==> src/rtl/laser_pkg.sv <==
// laser_pkg: shared constants and state encoding
// for the two-circle laser coverage scheduler.
package laser_pkg;

  localparam int NPTS       = 40;
  localparam int LANES      = 2;
  localparam int MAX_ROUNDS = 4;
  localparam int GRID       = 16;

  localparam int BEATS = NPTS / LANES;

  localparam int CW = 4;
  localparam int PW = 6;

  localparam int RW = $clog2(MAX_ROUNDS) + 1;

  typedef enum logic [2:0] {
    IDLE,
    LOAD,
    SCAN,
    ROUND,
    FIN
  } state_t;

endpackage

==> src/rtl/laser_cand_cnt.sv <==
// laser_cand_cnt: beat counter nested inside the
// candidate-centre sweep (X low, Y high).
module laser_cand_cnt
  import laser_pkg::*;
(
  input  logic          CLK,
  input  logic          RST_N,
  input  logic          en,
  input  logic          clr,
  output logic [PW-1:0] beat,
  output logic [CW-1:0] cand_x,
  output logic [CW-1:0] cand_y,
  output logic          last_beat,
  output logic          last_cand
);

  logic last_x;
  logic last_y;

  assign last_beat = (beat == PW'(BEATS - 1));
  assign last_x    = (cand_x == CW'(GRID - 1));
  assign last_y    = (cand_y == CW'(GRID - 1));
  assign last_cand = last_x && last_y;

  // Advance beat; roll candidate after its last beat.
  always_ff @(posedge CLK or negedge RST_N) begin
    if (!RST_N) begin
      beat   <= '0;
      cand_x <= '0;
      cand_y <= '0;
    end else if (clr) begin
      beat   <= '0;
      cand_x <= '0;
      cand_y <= '0;
    end else if (en) begin
      if (last_beat) begin
        beat <= '0;
        if (last_x) begin
          cand_x <= '0;
          if (last_y) begin
            cand_y <= '0;
          end else begin
            cand_y <= cand_y + 1'b1;
          end
        end else begin
          cand_x <= cand_x + 1'b1;
        end
      end else begin
        beat <= beat + 1'b1;
      end
    end
  end

endmodule

==> src/rtl/laser_scan_sched.sv <==
// laser_scan_sched: load / scan / finish sequencer.
// Optional LASER_EARLY_EXIT_EN adds best_changed.
module laser_scan_sched
  import laser_pkg::*;
(
  input  logic          CLK,
  input  logic          RST_N,
  input  logic          start,
  input  logic          in_valid,
  output logic          in_ready,
  output logic          wr_en,
  output logic [PW-1:0] wr_addr,
  input  logic          dp_stall,
`ifdef LASER_EARLY_EXIT_EN
  input  logic          best_changed,
`endif
  output logic [CW-1:0] cand_x,
  output logic [CW-1:0] cand_y,
  output logic          sel_circle,
  output logic          use_other,
  output logic [PW-1:0] pt_idx,
  output logic          acc_clr,
  output logic          acc_en,
  output logic          cand_last,
  output logic          tie_ge,
  output logic          busy,
  output logic          done
);

  state_t        state;
  logic [RW-1:0] r;
  logic [RW-1:0] r_nx;
  logic [PW-1:0] beat;
  logic          scan_go;
  logic          cnt_clr;
  logic          last_beat;
  logic          last_cand;
  logic          round_end;
  logic          early;

  assign scan_go = (state == SCAN) && !dp_stall;
  assign cnt_clr = (state == IDLE);

  laser_cand_cnt u_cnt (
    .CLK       (CLK),
    .RST_N     (RST_N),
    .en        (scan_go),
    .clr       (cnt_clr),
    .beat      (beat),
    .cand_x    (cand_x),
    .cand_y    (cand_y),
    .last_beat (last_beat),
    .last_cand (last_cand)
  );

  assign wr_en     = (state == LOAD) && in_valid;
  assign pt_idx    = beat;
  assign acc_en    = scan_go;
  assign acc_clr   = scan_go && (beat == '0);
  assign cand_last = scan_go && last_beat;
  assign round_end = cand_last && last_cand;
  assign r_nx      = r + 1'b1;

`ifdef LASER_EARLY_EXIT_EN
  logic sticky;

  assign early = (r >= RW'(2)) && !sticky;

  // Remember whether any candidate in this round improved the best.
  always_ff @(posedge CLK or negedge RST_N) begin
    if (!RST_N) begin
      sticky <= 1'b0;
    end else if (state == ROUND || state == IDLE) begin
      sticky <= 1'b0;
    end else if (cand_last && best_changed) begin
      sticky <= 1'b1;
    end
  end
`else
  assign early = 1'b0;
`endif

  // Job sequencer with registered status and round policy.
  always_ff @(posedge CLK or negedge RST_N) begin
    if (!RST_N) begin
      state      <= IDLE;
      busy       <= 1'b0;
      done       <= 1'b0;
      in_ready   <= 1'b0;
      wr_addr    <= '0;
      r          <= '0;
      sel_circle <= 1'b0;
      use_other  <= 1'b0;
      tie_ge     <= 1'b0;
    end else begin
      done <= 1'b0;
      unique case (state)
        IDLE: begin
          if (start) begin
            state      <= LOAD;
            busy       <= 1'b1;
            in_ready   <= 1'b1;
            wr_addr    <= '0;
            r          <= '0;
            sel_circle <= 1'b0;
            use_other  <= 1'b0;
            tie_ge     <= 1'b0;
          end
        end
        LOAD: begin
          if (in_valid) begin
            if (wr_addr == PW'(NPTS - 1)) begin
              wr_addr  <= '0;
              in_ready <= 1'b0;
              state    <= SCAN;
            end else begin
              wr_addr <= wr_addr + 1'b1;
            end
          end
        end
        SCAN: begin
          if (round_end) begin
            state <= ROUND;
          end
        end
        ROUND: begin
          r <= r_nx;
          if (r_nx == RW'(MAX_ROUNDS) || early) begin
            state <= FIN;
          end else begin
            state      <= SCAN;
            sel_circle <= r_nx[0];
            use_other  <= 1'b1;
            tie_ge     <= (r_nx >= RW'(2));
          end
        end
        FIN: begin
          done       <= 1'b1;
          busy       <= 1'b0;
          state      <= IDLE;
          r          <= '0;
          sel_circle <= 1'b0;
          use_other  <= 1'b0;
          tie_ge     <= 1'b0;
        end
        default: begin
          state <= IDLE;
        end
      endcase
    end
  end

endmodule

==> config.mk <==
export PLATFORM = sky130hd
export DESIGN_NAME = laser_scan_sched
export DESIGN_NICKNAME = d
export VERILOG_FILES = /design/src/rtl/laser_pkg.sv /design/src/rtl/laser_cand_cnt.sv /design/src/rtl/laser_scan_sched.sv
export SDC_FILE = /design/constraint.sdc
export NUM_CORES = 1
export LEC_CHECK = 0
export ABC_AREA = 1
export CORE_MARGIN = 2
export CORE_UTILIZATION = 38
export CTS_CLUSTER_DIAMETER = 150
export DETAILED_ROUTE_END_ITERATION = 10
export DONT_BUFFER_PORTS = 1
export GPL_ROUTABILITY_DRIVEN = 1
export PLACE_DENSITY = 0.53
export SYNTH_ARGS = -nofsm -noshare
export SYNTH_HDL_FRONTEND = slang
export SYNTH_SLANG_ARGS = --single-unit
==> constraint.sdc <==
create_clock -name CLK -period 1.83 [get_ports CLK]
set_input_delay 0.2745 -clock CLK [delete_from_list [all_inputs] [get_ports CLK]]
set_output_delay 0.2745 -clock CLK [all_outputs]
set_load 0.02 [all_outputs]
==> metrics.cfg, run 1 <==
[status]
status=finished clean

[floorplan]
core_mm2=0.004414
start_util_pct=39.99
die-width_um=72.16
num_io_pins=35
die_area_mm2=0.005207
dieHeight_um=72.16
rows=24

[cells_and_area]
nNetsFinal=262
final_common_cell=nand2_1
finalInstanceArea_mm2=0.002054
drive_gt1_share_pct=15.66
fillerInstances=455
syn_to_final_growth_pct=16.37
mostFrequentLayoutCells=nand2_1 (61), dfrtp_1 (31), inv_1 (29), nand3_1 (22), nor2_1 (20)
antennaDiodeCount=0

[sta]
worstMarginPinSlew_ns=0.3312
hold_viol=0
setup_viol=0
slew-limit-headroom_pct=77.92
fin_crit_sh_pct=95.40
drv_slew=0
skew_ns=0.006850
min_period_ns=1.746
max_freq_mhz=572.8
setup_tns_ns=0
whs_ns=0.1104

[critical_path]
slowest_stage=dfrtp_2
cpPeakStageDelay_ns=0.41
path_cells=nor2_2, nand2_2, inv_1, nand2_1, nor4_1, buf_4
end_kind=output pin
cpLargestDelayFamily=simple AND/OR/NAND/NOR gates
r2r-start=state[0]
critPathKind=register to output pin
crit_start=state[0]
crit_buf_inv=2
arrival_ns=1.47
cp_max_fo=3
rr_worst_depth=9
crit_path_start_kind=register
required_ns=1.56
worst-path-stages=6

[power_and_ir_drop]
power_density_mw_per_mm2=1224
p_leak_uw=0.001105
switching_share_pct=43.47
p_switching_uw=1093
clock_power_share_pct=20.7
seqPwrFrac_pct=38.3
max-vdd-ir-drop_v=0.0005265
internal_power_uw=1422
power_frac_comb_pct=40.9

[yosys]
syn-cell-area_mm2=0.001765
ys_types=24
synth_top_area_share_pct=45.36
synth.top_cells.by_area=dfrtp_1 (45%), nand2_1 (13%), nand3_1 (6.2%), inv_1 (6.2%), ha_1 (5.7%)
ys_warn_count=0
netlist_instances=226
syn-num-nets=239
synth_top_area_cell=dfrtp_1
avgSynthCellArea_um2=7.812
ys_seq_area_share_pct=45.36
ys.flop_type=dfrtp_1
synth_edf_count=0
async_flop_share_pct=100.0
synth-seq-cells=32

[drt]
postRouteAntennaNets=0
via_per_inst=5.020
vias=1511
drt-total-wl_um=3835
drt_first_iter_violations=121
dr.pass1.iters=4
drc_errors=0
wire_per_inst_um=12.74

[clock_network]
h-tree-depth=2
cts_buffer_depth=2
cts-buffers-inserted=5
clk_pin_slew_ns=0.07
clk_latency_ns=0.29
ctsRootBufferMaster=clkbuf_8
cts_tree=yes
cts_sinks=32

[grt]
grt_pass1_vias=1443
grt_overflow=0
track_usage_pct=16.52
grt_start_max_net_pins=33
antenna_found_initial=0
grt_pass1_wl_um=6658

[placed_design]
place_congestion=0.8279
dp_hpwl_um=2751
io_buffers=0
place_area_mm2=0.001931

[job]
maxCapViolations=0

[worst_hold_path]
min_from=start
whs_path_depth=2
hold_class=primary input to register

final timing paths:
path	endpoint	slack [ns]
worst max-delay path	acc_clr	0.08
worst min-delay path	in_ready	0.11
worst max register to register	wr_addr[5]	0.29
worst min register to register	r[2]	0.54
max in group asynchronous	state[0]	1.21
min in group asynchronous	wr_addr[2]	0.43
kinds of logic after synthesis:
group	share of synthesized area, %
XOR/XNOR	2.480
AND/OR/NAND/NOR	33.67
buffers and inverters	7.087
flip-flops	45.36
AO/OA/AOI/OAI	5.740
adder cells (fa/ha/maj)	5.670
synth_stat cells, drive strengths merged, types with 2 or more instances:
cell type,instances
a21oi,5
dfrtp,32
ha,8
inv,32
nand2,64
nand3,23
nand3b,2
nand4,8
nor2,27
nor3,2
o21ai,12
o22ai,2
xor2,5
routing by layer:
metal | track usage, % | vias to the layer above | wire length, um
met5 | 0 | - | 0
met4 | 7.757 | 0 | 67
met3 | 4.722 | 7 | 202
met2 | 25.69 | 33 | 1786
met1 | 21.22 | 700 | 1779
li1 | - | 771 | -
layout make-up:
cell class	count	area, um2	area share [%]
timing repair buffer	17	142.6	6.943
tap	52	65.06	3.167
clock buffer	6	72.57	3.532
multi-input combinational	161	847.1	41.23
inverter	32	120.1	5.847
sequential	32	802.0	39.04
clock inverter	1	5.005	0.2436
worst register-to-register path, cell delays in order, from the launching register on:
cell and delay, ns:
dfrtp_2 0.41, buf_4 0.16, nor2_2 0.16, nand2_2 0.14, nand2_1 0.11, inv_1 0.07
nor2_4 0.19, inv_2 0.08, nand2_1 0.07, nand2_1 0.05
state kept, by name, indices dropped and copies added, names as in the netlist:
signal,flops
u_cnt.beat,6
wr_addr,6
u_cnt.cand_x,4
u_cnt.cand_y,4
r,3
state,3
busy,1
done,1
in_ready,1
sel_circle,1
tie_ge,1
use_other,1
power groups by stage:
| stage | Sequential [uW] | Clock, uW | Combinational, uW |
|---|---|---|---|
| detailed placement | 991 | 0 | 979 |
| global route | 980 | 568 | 1190 |
| CTS | 966 | 542 | 1040 |
| global placement | 991 | 0 | 980 |
| floorplan | 1030 | 0 | 670 |
| finish | 964 | 522 | 1030 |
metrics by stage:
step	total power [uW]	utilization [%]	std cells	worst slack, ns
after detailed placement	1970	43.74	291	0.2903
after CTS	2547	46.37	301	0.01754
after floorplan	1696	-	226	0.1128
after global placement	1970	43.74	291	0.3067
final	2516	46.54	301	0.08414
after global routing	2739	46.54	301	-0.007191
timing repair:
action / in CTS / in global routing
setup endpoints to repair: 1 / 3
endpoints found under the hold margin: 32 / 0
setup buffers: 1 / 0
gates resized for setup: 1 / 3
hold buffers: 2 / 0
Power figures use the tool's default switching activity.
==> run 2, diff against run 1 <==
CORE_ASPECT_RATIO = 1.5   (was default)
CTS_CLUSTER_SIZE = 28   (was default)
==> run 2 against run 1 <==
  * Critical path type unchanged
  * Total power increased by 3.2%
  * Combinational power about the same
  * Worst setup slack got worse by 0.0093 ns
  * Maximum frequency decreased by 0.53%
  * Final area increased by 2.3%
  * Sequential share of layout area decreased by 0.88 points
  * Critical path depth unchanged
  * Register-to-register slack improved by 0.06 ns
  * Sequential power increased by 2.3%
  * Clock power increased by 5.9%
  * Wire length increased by 5.5%
==> metrics.cfg, run 2 (synthesis results as in run 1) <==
[placed_design]
numPlacedInstances=288  ; was 291
place_congestion=0.8092  ; was 0.8279
place_area_mm2=0.001933  ; was 0.001931 mm2
dp_hpwl_um=2959  ; was 2751 um
pre_cts_ws_ns=0.2644  ; was 0.2903 ns
io_buffers=0  ; unchanged

[clock_network]
clk_pin_slew_ns=0.07  ; about the same
ctsRootBufferMaster=clkbuf_8  ; unchanged
clk_latency_ns=0.28  ; was 0.29 ns
h-tree-depth=2  ; unchanged
cts_tree=yes  ; unchanged
cts_buffer_depth=2  ; unchanged
cts_sinks=32  ; unchanged
cts-buffers-inserted=5  ; unchanged

[grt]
grt_start_max_net_pins=33  ; unchanged
track_usage_pct=17.21  ; was 16.52%
grt_pass1_vias=1541  ; was 1443
antenna_found_initial=0  ; unchanged
busiest_layer=met2  ; unchanged
grt_overflow=0  ; unchanged
grt.met2_usage_pct=30.14  ; was 25.69%
gr-usage-met3_pct=5.201  ; was 4.722%
use_met1_pct=18.22  ; was 21.22%
grt_pass1_wl_um=6734  ; was 6658 um

[critical_path]
arrival_ns=1.48  ; was 1.47 ns
r2r-start=u_cnt.cand_x[1]  ; was state[0]
crit_path_start_kind=register  ; unchanged
required_ns=1.56  ; about the same
cp_max_fo=6  ; was 3
critPathKind=register to output pin  ; unchanged
end_kind=output pin  ; unchanged
crit_start=state[0]  ; unchanged

[cells_and_area]
mostFrequentLayoutCells=nand2_1 (61), dfrtp_1 (31), inv_1 (28), nand3_1 (22), nor2_1 (19)  ; was nand2_1 (61), dfrtp_1 (31), inv_1 (29), nand3_1 (22), nor2_1 (20)
nNetsFinal=263  ; was 262
final_common_cell=nand2_1  ; unchanged
syn_to_final_growth_pct=19.06  ; was 16.37%
drive_gt1_share_pct=17.13  ; was 15.66%
stdcell_count=299  ; was 301
fillerInstances=459  ; was 455
top_regs=u_cnt.beat: 6 flops, wr_addr: 6 flops  ; unchanged
antennaDiodeCount=0  ; unchanged
finalInstanceArea_mm2=0.002102  ; was 0.002054 mm2

[sta]
skew_ns=0.006027  ; was 0.006850 ns
setup_viol=0  ; unchanged
rsz0062_at_grt=yes
drv_slew=0  ; unchanged
slew-limit-headroom_pct=74.65  ; was 77.92%
max_freq_mhz=569.7  ; was 572.8 MHz
fin_crit_sh_pct=95.91  ; was 95.40%
min_period_ns=1.755  ; was 1.746 ns
worstMarginPinSlew_ns=0.3803  ; was 0.3312 ns
setup_ws_ns=0.07482  ; was 0.08414 ns
hold_viol=0  ; unchanged

[floorplan]
num_io_pins=35  ; unchanged
die_area_mm2=0.005219  ; was 0.005207 mm2
rows=30  ; was 24
dieHeight_um=87.48  ; was 72.16 um
core_mm2=0.004504  ; was 0.004414 mm2
start_util_pct=39.19  ; was 39.99%
die-width_um=59.66  ; was 72.16 um

[job]
maxCapViolations=0  ; unchanged

[status]
status=finished clean  ; unchanged

[power_and_ir_drop]
p_leak_uw=0.001129  ; was 0.001105 uW
power_density_mw_per_mm2=1235  ; was 1224 mW/mm2
max-vdd-ir-drop_v=0.0005709  ; was 0.0005265 V

[drt]
postRouteAntennaNets=0  ; unchanged
wire_per_inst_um=13.54  ; was 12.74 um
drt-total-wl_um=4047  ; was 3835 um
vias=1505  ; was 1511
via_per_inst=5.033  ; was 5.020
drc_errors=0  ; unchanged
dr.pass1.iters=4  ; unchanged
drt_first_iter_violations=66  ; was 121

[worst_hold_path]
hold_class=primary input to register  ; unchanged
min_from=start  ; unchanged

==> run 2: path summary, 6_finish.rpt <==
kind / slack [ns] / depth (start not counted) / endpoint
worst max-delay path: 0.07 / 6 / acc_clr
worst min-delay path: 0.12 / 2 / in_ready
worst max register to register: 0.35 / 6 / u_cnt.cand_y[3]
worst min register to register: 0.54 / 2 / r[2]
max in group asynchronous: 1.20 / 2 / state[0]
min in group asynchronous: 0.45 / 2 / u_cnt.beat[3]
==> run 2: cell type report <==
class	count	area, um2	share of cell area (%)
multi-input combinational	161	879.6	41.85
sequential	32	802.0	38.15
timing repair buffer	18	150.1	7.143
inverter	32	120.1	5.714
clock buffer	8	90.09	4.286
tap	48	60.06	2.857
==> run 2: report_power, final <==
| group | leakage (uW) | internal (uW) | switching [uW] |
|---|---|---|---|
| Combinational | 0.000651 | 342 | 714 |
| Clock | 0.0000455 | 306 | 246 |
| Sequential | 0.000432 | 825 | 161 |
==> run 2: per-stage QoR <==
stage | utilization [%] | hold slack, ns | power (uW) | TNS (ns)
2_1_floorplan | - | -0.02109 | 1696 | 0
3_3_place_gp | 42.92 | -0.02031 | 1964 | 0
3_5_place_dp | 42.92 | -0.02033 | 1971 | 0
4_1_cts | 45.75 | 0.1146 | 2566 | 0
5_1_grt | 46.67 | 0.1140 | 2819 | -0.01328
6_report | 46.67 | 0.1184 | 2596 | 0
==> run 2: layer usage <==
layer  vias up  wire (um)
met5         -          0
met4         0        114
met3        11        190
met2        37       2119
met1       687       1621
li1        770          -
==> run 2: worst max-delay path, cell delays in order, from the launching register on <==
cell and delay (ns):
dfrtp_2 0.46, nor2_4 0.14, nand2_4 0.07, inv_2 0.08, nand2_4 0.06, nor4_4 0.21
buf_4 0.18
==> run 2: timing repair <==
| action | 4_1_cts | 5_1_grt |
|---|---|---|
| pin swaps | 0 | 2 |
| endpoints found under the setup margin | 1 | 2 |
| hold buffers | 2 | 0 |
| endpoints found under the hold margin | 32 | 0 |
| buffers inserted | 0 | 1 |
| gates resized for setup | 2 | 9 |
